**src/rtl/tdm_demux4_if.sv**
```systemverilog
// tdm_demux4_if: multiplexed TDM input stream and recovered per-channel outputs.
interface tdm_demux4_if #(parameter int WIDTH = 1);
    logic [WIDTH-1:0]   din;
    logic               din_valid;
    logic               frame_sync;
    logic [WIDTH-1:0]   y0, y1, y2, y3;
    logic [3:0]         y_strobe;
    logic [4*WIDTH-1:0] frame_out;
    logic               frame_done;
    logic               sync_err;
    logic               locked;
    modport master (output din, din_valid, frame_sync,
                    input  y0, y1, y2, y3, y_strobe, frame_out, frame_done, sync_err, locked);
    modport slave  (input  din, din_valid, frame_sync,
                    output y0, y1, y2, y3, y_strobe, frame_out, frame_done, sync_err, locked);
endinterface

```
**src/rtl/tdm_demux4.sv**
```systemverilog
// tdm_demux4: 4-channel TDM demultiplexer with slot-0 sync lock, atomic frame
// publication and framing-error detection.
module tdm_demux4 #(
    parameter int WIDTH = 1
) (
    input logic          clk,
    input logic          rst,
    tdm_demux4_if.slave  bus
);
    typedef enum logic {HUNT, LOCKED} state_t;
    state_t               r_state, w_state;
    logic [1:0]           r_slot, w_slot;
    logic [WIDTH-1:0]     r_y [4];
    logic [WIDTH-1:0]     w_y [4];
    logic [WIDTH-1:0]     r_stg [3];
    logic [WIDTH-1:0]     w_stg [3];
    logic [4*WIDTH-1:0]   r_frame, w_frame;
    logic [3:0]           r_strobe, w_strobe;
    logic                 r_done, w_done, r_err, w_err;
    always_ff @(posedge clk) begin
        if (rst) begin
            r_state  <= HUNT;
            r_slot   <= '0;
            r_y      <= '{default: '0};
            r_stg    <= '{default: '0};
            r_frame  <= '0;
            r_strobe <= '0;
            r_done   <= 1'b0;
            r_err    <= 1'b0;
        end else begin
            r_state  <= w_state;
            r_slot   <= w_slot;
            r_y      <= w_y;
            r_stg    <= w_stg;
            r_frame  <= w_frame;
            r_strobe <= w_strobe;
            r_done   <= w_done;
            r_err    <= w_err;
        end
    end
    always_comb begin
        w_state  = r_state;
        w_slot   = r_slot;
        w_y      = r_y;
        w_stg    = r_stg;
        w_frame  = r_frame;
        w_strobe = '0;
        w_done   = 1'b0;
        w_err    = 1'b0;
        if (bus.din_valid) begin
            // A sync-qualified sample always starts a new frame, in either state.
            if (bus.frame_sync) begin
                w_err    = (r_state == LOCKED) && (r_slot != 2'd0);
                w_y[0]   = bus.din;
                w_stg[0] = bus.din;
                w_strobe = 4'b0001;
                w_slot   = 2'd1;
                w_state  = LOCKED;
            end else if (r_state == LOCKED && r_slot == 2'd0) begin
                w_err   = 1'b1;
                w_state = HUNT;
            end else if (r_state == LOCKED) begin
                w_y[r_slot] = bus.din;
                w_strobe    = 4'b0001 << r_slot;
                w_slot      = r_slot + 2'd1;
                if (r_slot == 2'd3) begin
                    w_frame = {bus.din, r_stg[2], r_stg[1], r_stg[0]};
                    w_done  = 1'b1;
                end else begin
                    w_stg[r_slot] = bus.din;
                end
            end
        end
    end
    assign bus.y0         = r_y[0];
    assign bus.y1         = r_y[1];
    assign bus.y2         = r_y[2];
    assign bus.y3         = r_y[3];
    assign bus.y_strobe   = r_strobe;
    assign bus.frame_out  = r_frame;
    assign bus.frame_done = r_done;
    assign bus.sync_err   = r_err;
    assign bus.locked     = (r_state == LOCKED);
endmodule
```
**src/flat_wrapper.sv**
```systemverilog
// flat-port wrapper written by rule: the top's interface ports become plain ports
module tdm_demux4_flat 
#(
    parameter int WIDTH = 1
)
  (clk, rst, bus_din, bus_din_valid, bus_frame_sync, bus_y0, bus_y1, bus_y2, bus_y3, bus_y_strobe, bus_frame_out, bus_frame_done, bus_sync_err, bus_locked);
  tdm_demux4_if #(.WIDTH(WIDTH)) bus_i ();
  input logic clk;
  input logic rst;
  input wire logic [$bits(bus_i.din)-1:0] bus_din;
  input wire logic [$bits(bus_i.din_valid)-1:0] bus_din_valid;
  input wire logic [$bits(bus_i.frame_sync)-1:0] bus_frame_sync;
  output wire logic [$bits(bus_i.y0)-1:0] bus_y0;
  output wire logic [$bits(bus_i.y1)-1:0] bus_y1;
  output wire logic [$bits(bus_i.y2)-1:0] bus_y2;
  output wire logic [$bits(bus_i.y3)-1:0] bus_y3;
  output wire logic [$bits(bus_i.y_strobe)-1:0] bus_y_strobe;
  output wire logic [$bits(bus_i.frame_out)-1:0] bus_frame_out;
  output wire logic [$bits(bus_i.frame_done)-1:0] bus_frame_done;
  output wire logic [$bits(bus_i.sync_err)-1:0] bus_sync_err;
  output wire logic [$bits(bus_i.locked)-1:0] bus_locked;
  assign bus_i.din = bus_din;
  assign bus_i.din_valid = bus_din_valid;
  assign bus_i.frame_sync = bus_frame_sync;
  assign bus_y0 = bus_i.y0;
  assign bus_y1 = bus_i.y1;
  assign bus_y2 = bus_i.y2;
  assign bus_y3 = bus_i.y3;
  assign bus_y_strobe = bus_i.y_strobe;
  assign bus_frame_out = bus_i.frame_out;
  assign bus_frame_done = bus_i.frame_done;
  assign bus_sync_err = bus_i.sync_err;
  assign bus_locked = bus_i.locked;
  tdm_demux4 #(.WIDTH(WIDTH)) u_core (.clk(clk), .rst(rst), .bus(bus_i));
endmodule
```
**config.mk**
```make
export PLATFORM = sky130hd
export DESIGN_NAME = tdm_demux4_flat
export DESIGN_NICKNAME = d
export VERILOG_FILES = /design/src/rtl/tdm_demux4_if.sv /design/src/rtl/tdm_demux4.sv /design/src/flat_wrapper.sv
export SDC_FILE = /design/constraint.sdc
export NUM_CORES = 1
export LEC_CHECK = 0
export ABC_AREA = 1
export BUFFER_PORTS_ARGS = -buffer_cell sky130_fd_sc_hd__buf_2
export CORE_UTILIZATION = 34
export DETAILED_ROUTE_END_ITERATION = 8
export PLACE_DENSITY = 0.5
export SETUP_SLACK_MARGIN = 0.1
export SKIP_CTS_REPAIR_TIMING = 1
export SYNTH_ARGS = -nofsm -noshare
export SYNTH_HDL_FRONTEND = slang
export SYNTH_SLANG_ARGS = --single-unit
```
**constraint.sdc**
```tcl
create_clock -name clk -period 3.2 [get_ports clk]
set_input_delay 0.32 -clock clk [delete_from_list [all_inputs] [get_ports clk]]
set_output_delay 0.32 -clock clk [all_outputs]
set_load 0.005 [all_outputs]
```
# Word level (Yosys, flattened, before mapping)
# Cells that the tools add are included.
[op_classes]
addsub = 1
reduce_logical = 15
n_lt_le_gt_ge = 2
n_shift = 1
bitwise = 6
n_eq_ne = 3
mux = 22
[op_table]
columns = ["cell", "count"]
rows = [
  ["2-to-1 mux 1 bit", 11],
  ["AND reduction 5 bit", 2],
  ["2-to-1 mux 3 bit", 3],
  ["2-to-1 mux 4 bit", 2],
  ["AND reduction 4 bit", 2],
  ["2-to-1 mux 2 bit", 3],
  ["nonzero test 2 bit", 3],
  ["NOT 1 bit", 5],
  ["OR reduction 5 bit", 1],
  ["bitwise mux 4 bit", 1],
  ["inequality test 2 bit (second input constant)", 2],
  ["left shift 1 x 2 -> 4 bit (first input constant)", 1],
  ["bitwise mux 3 bit", 1],
  ["greater-or-equal comparator 3 bit (second input constant)", 1],
  ["logical AND 1 bit", 3],
  ["less-than comparator 3 x 1 -> 1 bit (second input constant)", 1],
  ["NOT 2 -> 3 bit", 1],
  ["AND reduction 3 bit", 1],
  ["adder 2 x 1 -> 2 bit (second input constant)", 1],
  ["demux 1 bit (select 2 bit)", 1],
  ["equality test 2 bit (second input constant)", 1],
  ["zero test 2 bit", 1],
  ["AND reduction 2 bit", 1],
  ["OR reduction 2 bit", 1],
]
[totals]
register_bits = 20
elab_cells = 64
output_inout_bits = 15

# Depth between registers and ports, before layout
[logic_depth]
ltp_word = 10
depth_mapped = 9
ltp_nobuf = 9

# Least setup slack after synthesis
# No wires, ideal clock.
[synth_path]
kind = "reg-to-reg"
start = "register u_core.r_slot[0]"
end = "register u_core.r_y, in the netlist u_core.bus.y1"
synth_period_minus_slack_ps = 1449
path_slack_ps = 1751
setup_ps = 130
t_arrival_ps = 1318
stages_incl_launch_ff = 10
path_buffers = 1
cell_sequence = "dfxtp_1 inv_1 ha_1 nand2_1 nand2_2 nor2_4 buf_6 nand2_1 nand2_1 a21oi_1"
[synth_between]
elab_chain_len = 6
elab_cells_between_ends = 11
cone_classes = "order compare: 2; mux: 3; bitwise: 2; reduce/logical: 4"
[synth_rtl]
columns = ["element", "line_no", "text"]
rows = [
  ["from (decl)", "tdm_demux4.sv:12", "logic [1:0] r_slot, w_slot;"],
  ["from (signal assigned)", "tdm_demux4.sv:32", "r_slot <= w_slot;"],
  ["NOT 2 -> 3 bit (implied by the code)", "tdm_demux4.sv:63", "w_y[r_slot] = bus.din;"],
  ["greater-or-equal comparator 3 bit (implied by the code) or less-than comparator 3 x 1 -> 1 bit (tied branches)", "tdm_demux4.sv:63", ""],
  ["logical AND 1 bit (implied by the code)", "tdm_demux4.sv:63", ""],
  ["2-to-1 mux 1 bit (implied by the code)", "tdm_demux4.sv:63", ""],
  ["demux 1 bit (select 2 bit)", "tdm_demux4.sv:63", ""],
  ["bitwise mux 4 bit", "tdm_demux4.sv:63", ""],
  ["to (signal assigned)", "tdm_demux4.sv:33", "r_y <= w_y;"],
  ["to (decl)", "tdm_demux4.sv:13", "logic [WIDTH-1:0] r_y [4];"],
]
# Parallel ways exist; a longest one is shown, timed or not.
# A chain may end at the register's enable or synchronous reset.

# Final worst setup path
[layout_path]
start = "register u_core.r_slot[0]"
end = "register u_core.r_stg[0] in the netlist's numbering"
[layout_between]
elab_chain_len = 6
elab_cells_between_ends = 13
cone_classes = "order compare: 2; eq/ne: 1; mux: 3; bitwise: 3; reduce/logical: 4"
[layout_rtl]
columns = ["element", "line_no", "text"]
rows = [
  ["NOT 2 -> 3 bit (implied by the code)", "tdm_demux4.sv:70", "w_stg[r_slot] = bus.din;"],
  ["greater-or-equal comparator 3 bit (implied by the code) or less-than comparator 3 x 1 -> 1 bit (tied branches)", "tdm_demux4.sv:70", ""],
  ["logical AND 1 bit (implied by the code)", "tdm_demux4.sv:70", ""],
  ["2-to-1 mux 1 bit (implied by the code)", "tdm_demux4.sv:70", ""],
  ["demux 1 bit (select 2 bit)", "tdm_demux4.sv:70", ""],
  ["bitwise mux 3 bit", "tdm_demux4.sv:70", ""],
  ["to (signal assigned)", "tdm_demux4.sv:34", "r_stg <= w_stg;"],
  ["to (decl)", "tdm_demux4.sv:15", "logic [WIDTH-1:0] r_stg [3];"],
]
# Parallel ways exist; a longest one is shown, timed or not.

==> impl_metrics.yaml <==
routing:
  first_iter_violations: 34
  viasPerCell: 4.851
  drcViolationCount: 0
  wirelength_um: 1739
  ant_nets: 0
  drt_pass1_iterations: 6
  wl_per_cell_um: 10.35
  vias: 815
cells_and_area:
  multiInputGateArea_um2: 435.4
  regArea_um2: 400.4
  drive_gt1_frac: 0.1884
  fillCellCount: 262
  final_common_cell: "nand2_1"
  n_antenna_cell: 0
  area_growth_pct: 14.88
  instances_no_fill: 168
  layout_common_cells: "27 x nand2_1, 20 x dfxtp_1, 19 x buf_2, 14 x inv_1, 13 x a21oi_1"
  nets: 151
grt:
  grtUsageTotal: 0.1393
  grt_pass1_vias: 619
  grt_pass1_wl_um: 2808
  overflow: 0
  antenna_found_initial: 0
  grt_max_degree: 14
run:
  drv_cap: 0
setup_path:
  ff2ff_path_depth: 9
  cp-endpoint: "u_core.r_stg[0]$_SDFFE_PP0P_"
  rr_endpoint: "u_core.r_stg[0]$_SDFFE_PP0P_"
  crit_fanout: 13
  startpoint_type: "flip-flop"
  startpoint: "u_core.r_slot[0]$_SDFFE_PP0P_"
  r2r-start: "u_core.r_slot[0]$_SDFFE_PP0P_"
  critPathArrivalTime_ps: 1940
  worstSetupPathType: "reg2reg"
  worst_ep_required_time_ps: 3430
  worstSetupEndpointType: "flip-flop"
  rrSetupSlack_ps: 1490
clock_tree:
  h-tree-depth: 1
  clkTransAtPathRegs_ps: 100
  cts_buffers: 3
  cts.root.buffer_cell: "clkbuf_4"
  clock_latency_ps: 290
  cts_tree: "built"
  clock_sinks: 20
  clock_path_buffers: 2
synthesis:
  avgSynthCellArea_um2: 7.633
  synth_seq_area_share: 0.4408
  ys_types: 17
  ys_seq_elements: 20
  syn_nets: 130
  syn_inst: 119
  ys_warn_count: 0
  netlist_area_um2: 908.4
timing:
  tns_ps: 0
  tightest_slew_ps: 333.3
  finalCritPeriodShare: 0.5332
  relSlewSlack: 0.7771
  skew_ps: 1.806
  min_period_ps: 1706
  setup_viol: 0
  finalHoldViolCount: 0
  rsz0062_at_grt: "false"
  fmax_ghz: 0.5861
  slew_viol_final: 0
placement:
  placed_cells: 165
  hpwl_um: 1330
  gp_congestion: 0.8389
  numPortBuffers: 19
status:
  status: "completed"
die:
  core_region_area_um2: 2500
  rows: 18
  initial_core_util: 0.3634
  pin_count: 20
  die_w_um: 53.69
  die_y_um: 53.69
  dieArea_um2: 2883
power:
  peakVddDrop_uv: 231.9
  pwr-share-clk: 0.276
  powerDensity_nw_per_um2: 396.1
  seqPwrFrac: 0.624
  combPwrFrac: 0.100
  switching_share: 0.2476
  p_leak_uw: 0.0005118
  intPower_uw: 311.0
  switchingPower_uw: 102.3
min_path:
  hold_class: "in2reg"
==> cells by family (layout without fill, tap and decap cells) <==
logic type | count (synthesis) | count (layout) | synth area share
buffers and inverters | 17 | 36 | 0.07988
AO/OA/AOI/OAI | 18 | 18 | 0.09917
AND/OR/NAND/NOR | 58 | 58 | 0.2975
flip-flops | 20 | 20 | 0.4408
adder cells (fa/ha/maj) | 6 | 6 | 0.08264
==> worst min-delay path by stage <==
stage	depth (start not counted)	end	from	slack, ps
floorplan	2	u_core.bus.frame_out[1]$_SDFFE_PP0P_	u_core.r_stg[1]$_SDFFE_PP0P_	420
global placement	2	u_core.bus.frame_out[1]$_SDFFE_PP0P_	u_core.r_stg[1]$_SDFFE_PP0P_	440
detailed placement	2	u_core.bus.frame_out[1]$_SDFFE_PP0P_	u_core.r_stg[1]$_SDFFE_PP0P_	440
CTS	2	u_core.bus.y3$_SDFFE_PP0P_	rst	300
finish	2	u_core.bus.locked$_SDFFE_PP0P_	rst	310
global route	2	u_core.bus.y3$_SDFFE_PP0P_	rst	300
==> flip-flops by register name, summed over array words and instances (netlist names), 2 cells and up <==
name,flops
u_core.r_slot,2
u_core.bus.frame_out,4
u_core.r_stg,3
u_core.bus.y_strobe,4
==> metrics by stage <==
step	util	cell area (um^2)	total power, uW	hold slack (ps)	setup slack (ps)
after global placement	0.4084	1021	304.9	440.7	1573
after detailed placement	0.4084	1021	305.2	439.0	1524
final	0.4174	1044	413.3	309.1	1494
after global routing	0.4174	1044	439.6	299.5	1312
after CTS	0.4174	1044	424.4	300.0	1506
after floorplan	-	908.4	292.2	423.2	1751
==> power by group through the flow <==
stage | registers, uW | clock network, uW | logic [uW]
after floorplan | 264 | 0 | 28.7
after detailed placement | 264 | 0 | 41.5
final | 258 | 114 | 41.3
after CTS | 258 | 125 | 41.8
after global routing | 259 | 133 | 47.9
after global placement | 263 | 0 | 41.5
==> layer usage <==
metal | GRT usage | part of all wire | vias up
met5 | 0 | 0 | -
met4 | 0.07018 | 0.023 | 0
met3 | 0.04237 | 0.056 | 4
met2 | 0.1996 | 0.43 | 29
met1 | 0.1863 | 0.49 | 358
li1 | - | - | 424
==> Yosys cell counts (all sizes together) <==
cell type / n / share of area
a21oi: 13 / 0.072
buf: 2 / 0.018
clkbuf: 1 / 0.0041
dfxtp: 20 / 0.44
ha: 6 / 0.083
inv: 14 / 0.058
nand2: 29 / 0.13
nand3: 8 / 0.044
nand4: 3 / 0.021
nor2: 13 / 0.062
nor3: 5 / 0.040
o21ai: 5 / 0.028
==> area by class of cell <==
| type | count | area share |
|---|---|---|
| clock buffer | 3 | 0.02158 |
| inverter | 14 | 0.05036 |
| multi-input combinational | 82 | 0.4173 |
| sequential | 20 | 0.3837 |
| tap | 30 | 0.03597 |
| timing repair buffer | 19 | 0.09113 |
==> critical path, stage by stage (launching register included) <==
cell	delay, ps
dfxtp_1	440
inv_1	150
ha_1	290
nand2_1	100
nand2_2	90
nor2_4	250
nand3_1	120
nand2_1	80
inv_1	30
nor2_1	90
(Power assumes the default switching activity.)
